==> src/rtl/mbox_wr_arbiter.sv <==
// Round-robin arbiter that serialises NREQ 32-bit requester words, MSB byte first, onto the byte-wide mailbox write port.
// Optional macro MBOX_ARB_HDR_EN inserts a header byte {4'hA,1'b0,winner[2:0]} ahead of each word.
module mbox_wr_arbiter #(
    parameter int NREQ   = 2,
    parameter int WB_DW  = 32,
    parameter int WOU_DW = 8
) (
    input  logic                   wb_clk_i,
    input  logic                   wb_rst_i,
    input  logic [NREQ-1:0]        req_i,
    input  logic [NREQ*WB_DW-1:0]  dat_i,
    output logic [NREQ-1:0]        ack_o,
    output logic [NREQ-1:0]        grant_o,
    output logic                   busy_o,
    output logic                   mbox_wr_o,
    output logic [WOU_DW-1:0]      mbox_do_o,
    input  logic                   mbox_full_i
);

    localparam int PW = (NREQ > 1) ? $clog2(NREQ) : 1;

`ifdef MBOX_ARB_HDR_EN
    typedef enum logic [1:0] { IDLE = 2'd0, SEND = 2'd1, HDR = 2'd2 } state_t;
`else
    typedef enum logic [1:0] { IDLE = 2'd0, SEND = 2'd1 } state_t;
`endif

    state_t             state_q, state_d;
    logic [1:0]         cnt_q, cnt_d;
    logic [WB_DW-1:0]   buf_q, buf_d;
    logic [PW-1:0]      ptr_q, ptr_d;
    logic [NREQ-1:0]    ack_q, ack_d;
    logic [NREQ-1:0]    grant_q, grant_d;

    logic               hi_found_s, lo_found_s, any_s;
    logic [PW-1:0]      hi_win_s, lo_win_s, win_s;
    logic [NREQ-1:0]    onehot_s;
    logic [WB_DW-1:0]   word_s;
    logic               wr_s;
    logic [WOU_DW-1:0]  do_s;

    // Round-robin search: lowest requester above the pointer wins, else wrap to the lowest at or below it.
    always_comb begin
        hi_found_s = 1'b0;
        lo_found_s = 1'b0;
        hi_win_s   = '0;
        lo_win_s   = '0;
        for (int k = 0; k < NREQ; k++) begin
            if (req_i[k] && !hi_found_s && (PW'(k) > ptr_q)) begin
                hi_found_s = 1'b1;
                hi_win_s   = PW'(k);
            end else if (req_i[k] && !lo_found_s && (PW'(k) <= ptr_q)) begin
                lo_found_s = 1'b1;
                lo_win_s   = PW'(k);
            end else begin
            end
        end
        any_s = hi_found_s | lo_found_s;
        win_s = hi_found_s ? hi_win_s : lo_win_s;
    end

    // Winner decode: one-hot grant vector and the selected requester word.
    always_comb begin
        onehot_s = '0;
        word_s   = '0;
        for (int k = 0; k < NREQ; k++) begin
            if (PW'(k) == win_s) begin
                onehot_s[k] = 1'b1;
                word_s      = dat_i[k*WB_DW +: WB_DW];
            end else begin
            end
        end
    end

    // Transfer FSM next state, mailbox strobe and data.
    always_comb begin
        state_d = state_q;
        cnt_d   = cnt_q;
        buf_d   = buf_q;
        ptr_d   = ptr_q;
        ack_d   = '0;
        grant_d = grant_q;
        wr_s    = 1'b0;
        do_s    = buf_q[WB_DW-1 -: WOU_DW];
        case (state_q)
            IDLE: begin
                if (any_s) begin
                    buf_d   = word_s;
                    ack_d   = onehot_s;
                    grant_d = onehot_s;
                    ptr_d   = win_s;
                    cnt_d   = 2'd0;
`ifdef MBOX_ARB_HDR_EN
                    state_d = HDR;
`else
                    state_d = SEND;
`endif
                end else begin
                    state_d = IDLE;
                end
            end
`ifdef MBOX_ARB_HDR_EN
            HDR: begin
                wr_s = ~mbox_full_i;
                do_s = {4'hA, 1'b0, 3'(ptr_q)};
                if (wr_s) begin
                    state_d = SEND;
                end else begin
                    state_d = HDR;
                end
            end
`endif
            SEND: begin
                wr_s = ~mbox_full_i;
                if (wr_s) begin
                    buf_d = {buf_q[WB_DW-WOU_DW-1:0], {WOU_DW{1'b0}}};
                    cnt_d = cnt_q + 2'd1;
                    if (cnt_q == 2'd3) begin
                        state_d = IDLE;
                        grant_d = '0;
                    end else begin
                        state_d = SEND;
                    end
                end else begin
                    state_d = SEND;
                end
            end
            default: begin
                state_d = IDLE;
                grant_d = '0;
            end
        endcase
    end

    // State, buffer, pointer and handshake registers.
    always_ff @(posedge wb_clk_i or posedge wb_rst_i) begin
        if (wb_rst_i) begin
            state_q <= IDLE;
            cnt_q   <= 2'd0;
            buf_q   <= '0;
            ptr_q   <= PW'(NREQ - 1);
            ack_q   <= '0;
            grant_q <= '0;
        end else begin
            state_q <= state_d;
            cnt_q   <= cnt_d;
            buf_q   <= buf_d;
            ptr_q   <= ptr_d;
            ack_q   <= ack_d;
            grant_q <= grant_d;
        end
    end

    assign ack_o     = ack_q;
    assign grant_o   = grant_q;
    assign busy_o    = (state_q != IDLE);
    assign mbox_wr_o = wr_s;
    assign mbox_do_o = do_s;

endmodule

==> config.mk <==
export PLATFORM = sky130hd
export DESIGN_NAME = mbox_wr_arbiter
export DESIGN_NICKNAME = d
export VERILOG_FILES = /design/src/rtl/mbox_wr_arbiter.sv
export SDC_FILE = /design/constraint.sdc
export NUM_CORES = 1
export LEC_CHECK = 0
export ABC_AREA = 1
export ABC_CLOCK_PERIOD_IN_PS = 1200
export CORE_MARGIN = 4
export CORE_UTILIZATION = 35
export CTS_CLUSTER_SIZE = 10
export DETAILED_ROUTE_END_ITERATION = 8
export GPL_TIMING_DRIVEN = 0
export PLACE_DENSITY = 0.67
export RECOVER_POWER = 50
export SETUP_SLACK_MARGIN = 0.1
export SLEW_MARGIN = 5
export SYNTH_ARGS = -nofsm -noshare
export SYNTH_HDL_FRONTEND = slang
export SYNTH_SLANG_ARGS = --single-unit
==> constraint.sdc <==
create_clock -name wb_clk_i -period 1.2 [get_ports wb_clk_i]
set_input_delay 0.24 -clock wb_clk_i [delete_from_list [all_inputs] [get_ports wb_clk_i]]
set_output_delay 0.24 -clock wb_clk_i [all_outputs]
set_load 0.005 [all_outputs]
==> results.cfg, run 1 <==
[cts]
cts_buffers = 5
ctsHoldBuffers = 0
path_clk_slew_ps = 80
h-tree-depth = 2
cts_sinks = 40
root_buffer = clkbuf_8
tritoncts = yes
clock_latency_ps = 300
cts.path.max_buffers = 2

[worst_setup_path]
path_delay_family = buffers and inverters
crit_chain = buf_6 > inv_8 > nor2_8 > buf_12 > nor2_8 > inv_6 > buf_8 > nand2_2 > nand2_1
cp_num_buf_inv = 5
critPathRequiredTime_ps = 1390
slowest_stage = dfrtp_1
r2r_start = state_q[0]
rrSetupSlack_ps = -130
path_max_fanout = 10
max_stage_delay_ps = 390
crit_path_frequent_cell = nor2_8
reg2reg_to = buf_q[3]
cp-end-kind = flop
critPathArrivalTime_ps = 1530
crit_type = flop to flop
reg2reg_depth = 9
cp-start-kind = flop

[timing]
finClkSkew_ps = 4.38
final_hold_viol_count = 0
final_max_slew_viol_count = 0
timing.final.crit_share = 1.11
tns_ps = -4180
period_needed_ps = 1330
finalSetupViolCount = 37
setup_ws_ps = -134
max_clock_freq_ghz = 0.750
worst_slew_pin_slew_ps = 523
fin_hold_ws_ps = 410
rsz0062_at_grt = yes
slew_headroom = 0.651

[route]
drc = 0
drtIter0Drc = 206
first_pass_iters = 4
finalWirelength_um = 8170
vias = 2673
vias_per_cell = 5.28
ant_nets = 0
wire_per_inst_um = 16.1

[synth]
synth_area_per_cell_um2 = 7.44
synth_fp_nets = 390
ys_warn_count = 0
ys_types = 20
syn_inst = 320
synth-seq-cells = 40
ys_seq_area_frac = 0.421
netlist_area_mm2 = 0.00238

[run]
drv_cap = 0

[grt]
grt_max_degree = 41
grt_usage = 0.191
grt-ovfl-total = 0
grt_pass1_vias = 2522
antenna_found_initial = 0
grt_pass1_wl_um = 12700

[hold_path]
hold_class = input pin to flop
min_from = req_i[1]
hold_path_depth = 5
min_to = buf_q[23]

[placement]
place_hpwl_um = 5560
gp_congestion = 0.888
io_buffers = 81
placed_cells = 478

[power_and_ir_drop]
ir_worst_vdd_mv = 0.630
p_per_area_mw_per_mm2 = 1820
leakage_uw = 0.00189
finalPower_uw = 6910

[die]
core_mm2 = 0.00649
die_h_um = 90.5
initial_core_util = 0.367
ios = 83
die_area_mm2 = 0.00819
die_x_um = 90.5
rows = 29

[outcome]
outcome = complete, but fails checks
violations = setup timing

[final_layout]
area_growth_pct = 59.2
num_antenna_cells = 0
multi_input_area_mm2 = 0.00120
fin_nets = 498
stdcell_count = 506
fillers = 590
layout_common_cells = nand2_1 (121), clkdlybuf4s50_1 (65), nand3_1 (55), dfrtp_1 (39), nand4_1 (32)
regArea_mm2 = 0.00100
drive_gt1_frac = 0.247
layout_commonest_cell = nand2_1
-- cells in the mapped netlist --
| cell type | count | share of area |
|---|---|---|
| buf_2 | 6 | 0.013 |
| nand4_1 | 32 | 0.084 |
| nor2_1 | 1 | 0.0016 |
| nor2_8 | 2 | 0.017 |
| nand3_1 | 59 | 0.12 |
| nor2_4 | 2 | 0.0095 |
| buf_4 | 14 | 0.044 |
| o21a_1 | 1 | 0.0032 |
| dfstp_2 | 1 | 0.011 |
| o21ai_0 | 1 | 0.0021 |
| inv_1 | 6 | 0.0095 |
| nand2_1 | 137 | 0.22 |
| nand2_2 | 2 | 0.0053 |
| inv_4 | 1 | 0.0026 |
| buf_6 | 6 | 0.028 |
| ha_1 | 1 | 0.0053 |
| buf_1 | 1 | 0.0016 |
| dfrtp_1 | 39 | 0.41 |
| clkbuf_1 | 7 | 0.011 |
| inv_2 | 1 | 0.0016 |
-- layout make-up --
class,instances,share of cell area
buffer,34,0.0855
clock buffer,7,0.0254
clock inverter,1,0.00792
inverter,8,0.0122
multi-input combinational,238,0.318
sequential,40,0.264
tap,77,0.0254
timing repair buffer,100,0.259
timing repair inverter,1,0.00198
-- worst register-to-register path, delay by kind of cell (launching register included) --
family	cells	cell delay, ps
buffers and inverters	5	540
flip-flops	1	390
AND/OR/NAND/NOR	4	310
-- metrics by stage --
| stage | instance area, µm² | utilization | worst slack [ps] |
|---|---|---|---|
| final | 3790 | 0.584 | -134 |
| after floorplan | 2430 | - | 36.2 |
| after CTS | 3640 | 0.561 | -151 |
| after global routing | 3790 | 0.584 | -211 |
| after detailed placement | 3340 | 0.514 | -531 |
| after global placement | 3340 | 0.514 | -485 |
-- registers in the layout, indices dropped and copies added (netlist names) --
register / cells
state_q: 1
ack_o: 2
cnt_q: 2
ptr_q: 1
buf_q: 32
grant_o: 2
-- cell families (layout without fill, tap and decap cells) --
logic type,count (synthesis),in the layout,share of synthesized area
compound gates,2,2,0.00525
fa+ha+maj,1,1,0.00525
buf+inv,42,151,0.111
flops,40,40,0.421
simple gates,235,235,0.457
-- timing repair --
item | CTS | global route
setup buffers | 10 | 7
resized for setup | 94 | 27
pin swaps | 3 | 11
cloned | 1 | 2
setup endpoints to repair | 53 | 90
-- power breakdown --
group	switching [µW]	internal (µW)	total, µW
Clock	484	734	1220
Combinational	1720	1830	3550
Sequential	296	1850	2150
Total	2500	4410	6910
-- routing by layer --
metal,vias up,routed length [µm],track usage
li1,1277,-,-
met3,14,783,0.0433
met4,0,138,0.0408
met2,130,3650,0.306
met1,1252,3600,0.263
met5,-,0,0
-- worst max-delay path by stage --
stage,startpoint,to,slack [ps],cells past startpoint
2_1_floorplan,state_q[0],buf_q[25],40,8
3_5_place_dp,req_i[0],buf_q[5],-530,7
4_1_cts,state_q[0],buf_q[29],-150,9
3_3_place_gp,req_i[0],buf_q[26],-490,7
6_report,state_q[0],buf_q[3],-130,9
5_1_grt,state_q[0],buf_q[30],-210,9
(Power assumes the default switching activity.)
==> inputs of run 2 (changes only) <==
Settings changed: MAX_ROUTING_LAYER set to met4.
==> results.cfg, run 2 (synthesis results as in run 1) <==
[final_layout]
num_antenna_cells = 0
area_growth_pct = 59.3
regMostFlops = buf_q
fin_nets = 498
layout_commonest_cell = nand2_1
largest_reg_flops = 32
stdcell_count = 506
drive_gt1_frac = 0.247
fillers = 589
layout_common_cells = nand2_1 (121), clkdlybuf4s50_1 (65), nand3_1 (55), dfrtp_1 (39), nand4_1 (32)

[placement]
io_buffers = 81
post-place-ws_ps = -531
gp_congestion = 0.903
placed_cells = 478
place_hpwl_um = 5560

[timing]
rsz0062_at_grt = yes
slew_headroom = 0.654
period_needed_ps = 1340
final_max_slew_viol_count = 0
finalSetupViolCount = 37
final_hold_viol_count = 0
timing.final.crit_share = 1.11
worst_slew_pin_slew_ps = 519
finClkSkew_ps = 7.71
max_clock_freq_ghz = 0.748
setup_ws_ps = -137

[die]
die_area_mm2 = 0.00819
core_mm2 = 0.00649
rows = 29
ios = 83
die_x_um = 90.5
initial_core_util = 0.367
die_h_um = 90.5

[route]
vias_per_cell = 5.21
finalWirelength_um = 8110
drtIter0Drc = 190
first_pass_iters = 4
drc = 0
wire_per_inst_um = 16.0
ant_nets = 0
vias = 2638

[grt]
antenna_found_initial = 0
grt-ovfl-total = 0
grt_pass1_wl_um = 12700
grt_max_degree = 41
grt_usage = 0.196
grt_pass1_vias = 2522

[cts]
cts_sinks = 40
ctsHoldBuffers = 0
clock_latency_ps = 290
cts.path.max_buffers = 2
tritoncts = yes
h-tree-depth = 2
cts_buffers = 5
root_buffer = clkbuf_8
path_clk_slew_ps = 80

[power_and_ir_drop]
leakage_uw = 0.00189
combPwrFrac = 0.513
seq_power_share = 0.310
ir_worst_vdd_mv = 0.628
switching_share = 0.360
p_switching_uw = 2490
p_per_area_mw_per_mm2 = 1820
p_clk_frac = 0.176
internal_power_uw = 4420

[outcome]
outcome = complete, but fails checks
violations = setup timing

[worst_setup_path]
cp-end-kind = flop
critPathArrivalTime_ps = 1530
cp-start-kind = flop
critPathRequiredTime_ps = 1390
crit_type = flop to flop
path_max_fanout = 10

[run]
drv_cap = 0

[hold_path]
hold_class = input pin to flop
-- run 2: changes by cell type in the layout (fill, tap and decap cells not counted), sizes merged --
cell,previous run,this run
buf,61,60
clkbuf,13,14
-- run 2: worst paths after layout --
path | startpoint | to | slack [ps] | cells past startpoint
max reg2reg | state_q[0] | buf_q[3] | -140 | 9
min in group asynchronous | wb_rst_i | buf_q[7] | 540 | 2
max in group asynchronous | wb_rst_i | ptr_q | 330 | 2
max | state_q[0] | buf_q[3] | -140 | 9
min | req_i[1] | state_q[0] | 410 | 4
min reg2reg | buf_q[19] | buf_q[19] | 480 | 2
-- run 2: cell type report --
type                    instances  area (µm²)  share of cell area
clock inverters                 1        30.0             0.00792
repair buffers                100         983               0.259
multi-input cells             238        1200               0.318
flip-flops and latches         40        1000               0.264
plain buffers                  34         327              0.0861
well taps                      77        96.3              0.0254
clock buffers                   7        96.3              0.0254
repair inverters                1        7.51             0.00198
inverters                       8        46.3              0.0122
-- run 2: power groups by stage --
stage / Sequential [µW] / Clock [µW] / Combinational, µW
global route: 2190 / 1300 / 3860
floorplan: 2080 / 0 / 1840
CTS: 2140 / 1240 / 3230
finish: 2140 / 1220 / 3550
detailed placement: 2140 / 0 / 2860
global placement: 2140 / 0 / 2820
-- run 2: metal layers --
layer,vias up,routed length [µm],global-route usage
li1,1272,-,-
met1,1239,3680,0.265
met2,115,3620,0.305
met3,12,670,0.0392
met4,0,138,0.0408
met5,-,0,-
-- run 2: worst max-delay path, cell delays in order, from the launching register on --
cell	delay, ps
dfrtp_1	390
buf_6	140
inv_8	60
nor2_8	30
buf_12	130
nor2_8	150
inv_6	70
buf_8	140
nand2_2	70
nand2_1	50
-- run 2: per-stage QoR --
stage | hold slack (ps) | total power (µW) | setup TNS (ps) | area [µm²] | util
2_1_floorplan | 218 | 3920 | 0 | 2430 | -
3_3_place_gp | 460 | 4960 | -20580 | 3340 | 0.514
3_5_place_dp | 465 | 5000 | -21150 | 3340 | 0.514
4_1_cts | 391 | 6600 | -4470 | 3640 | 0.561
5_1_grt | 427 | 7360 | -6410 | 3790 | 0.584
6_report | 412 | 6910 | -4240 | 3790 | 0.584
-- run 2: timing repair --
action	CTS	global route
pin swaps	3	11
cloned	1	2
resized for setup	94	28
buffers inserted	10	7
setup endpoints to repair	53	90
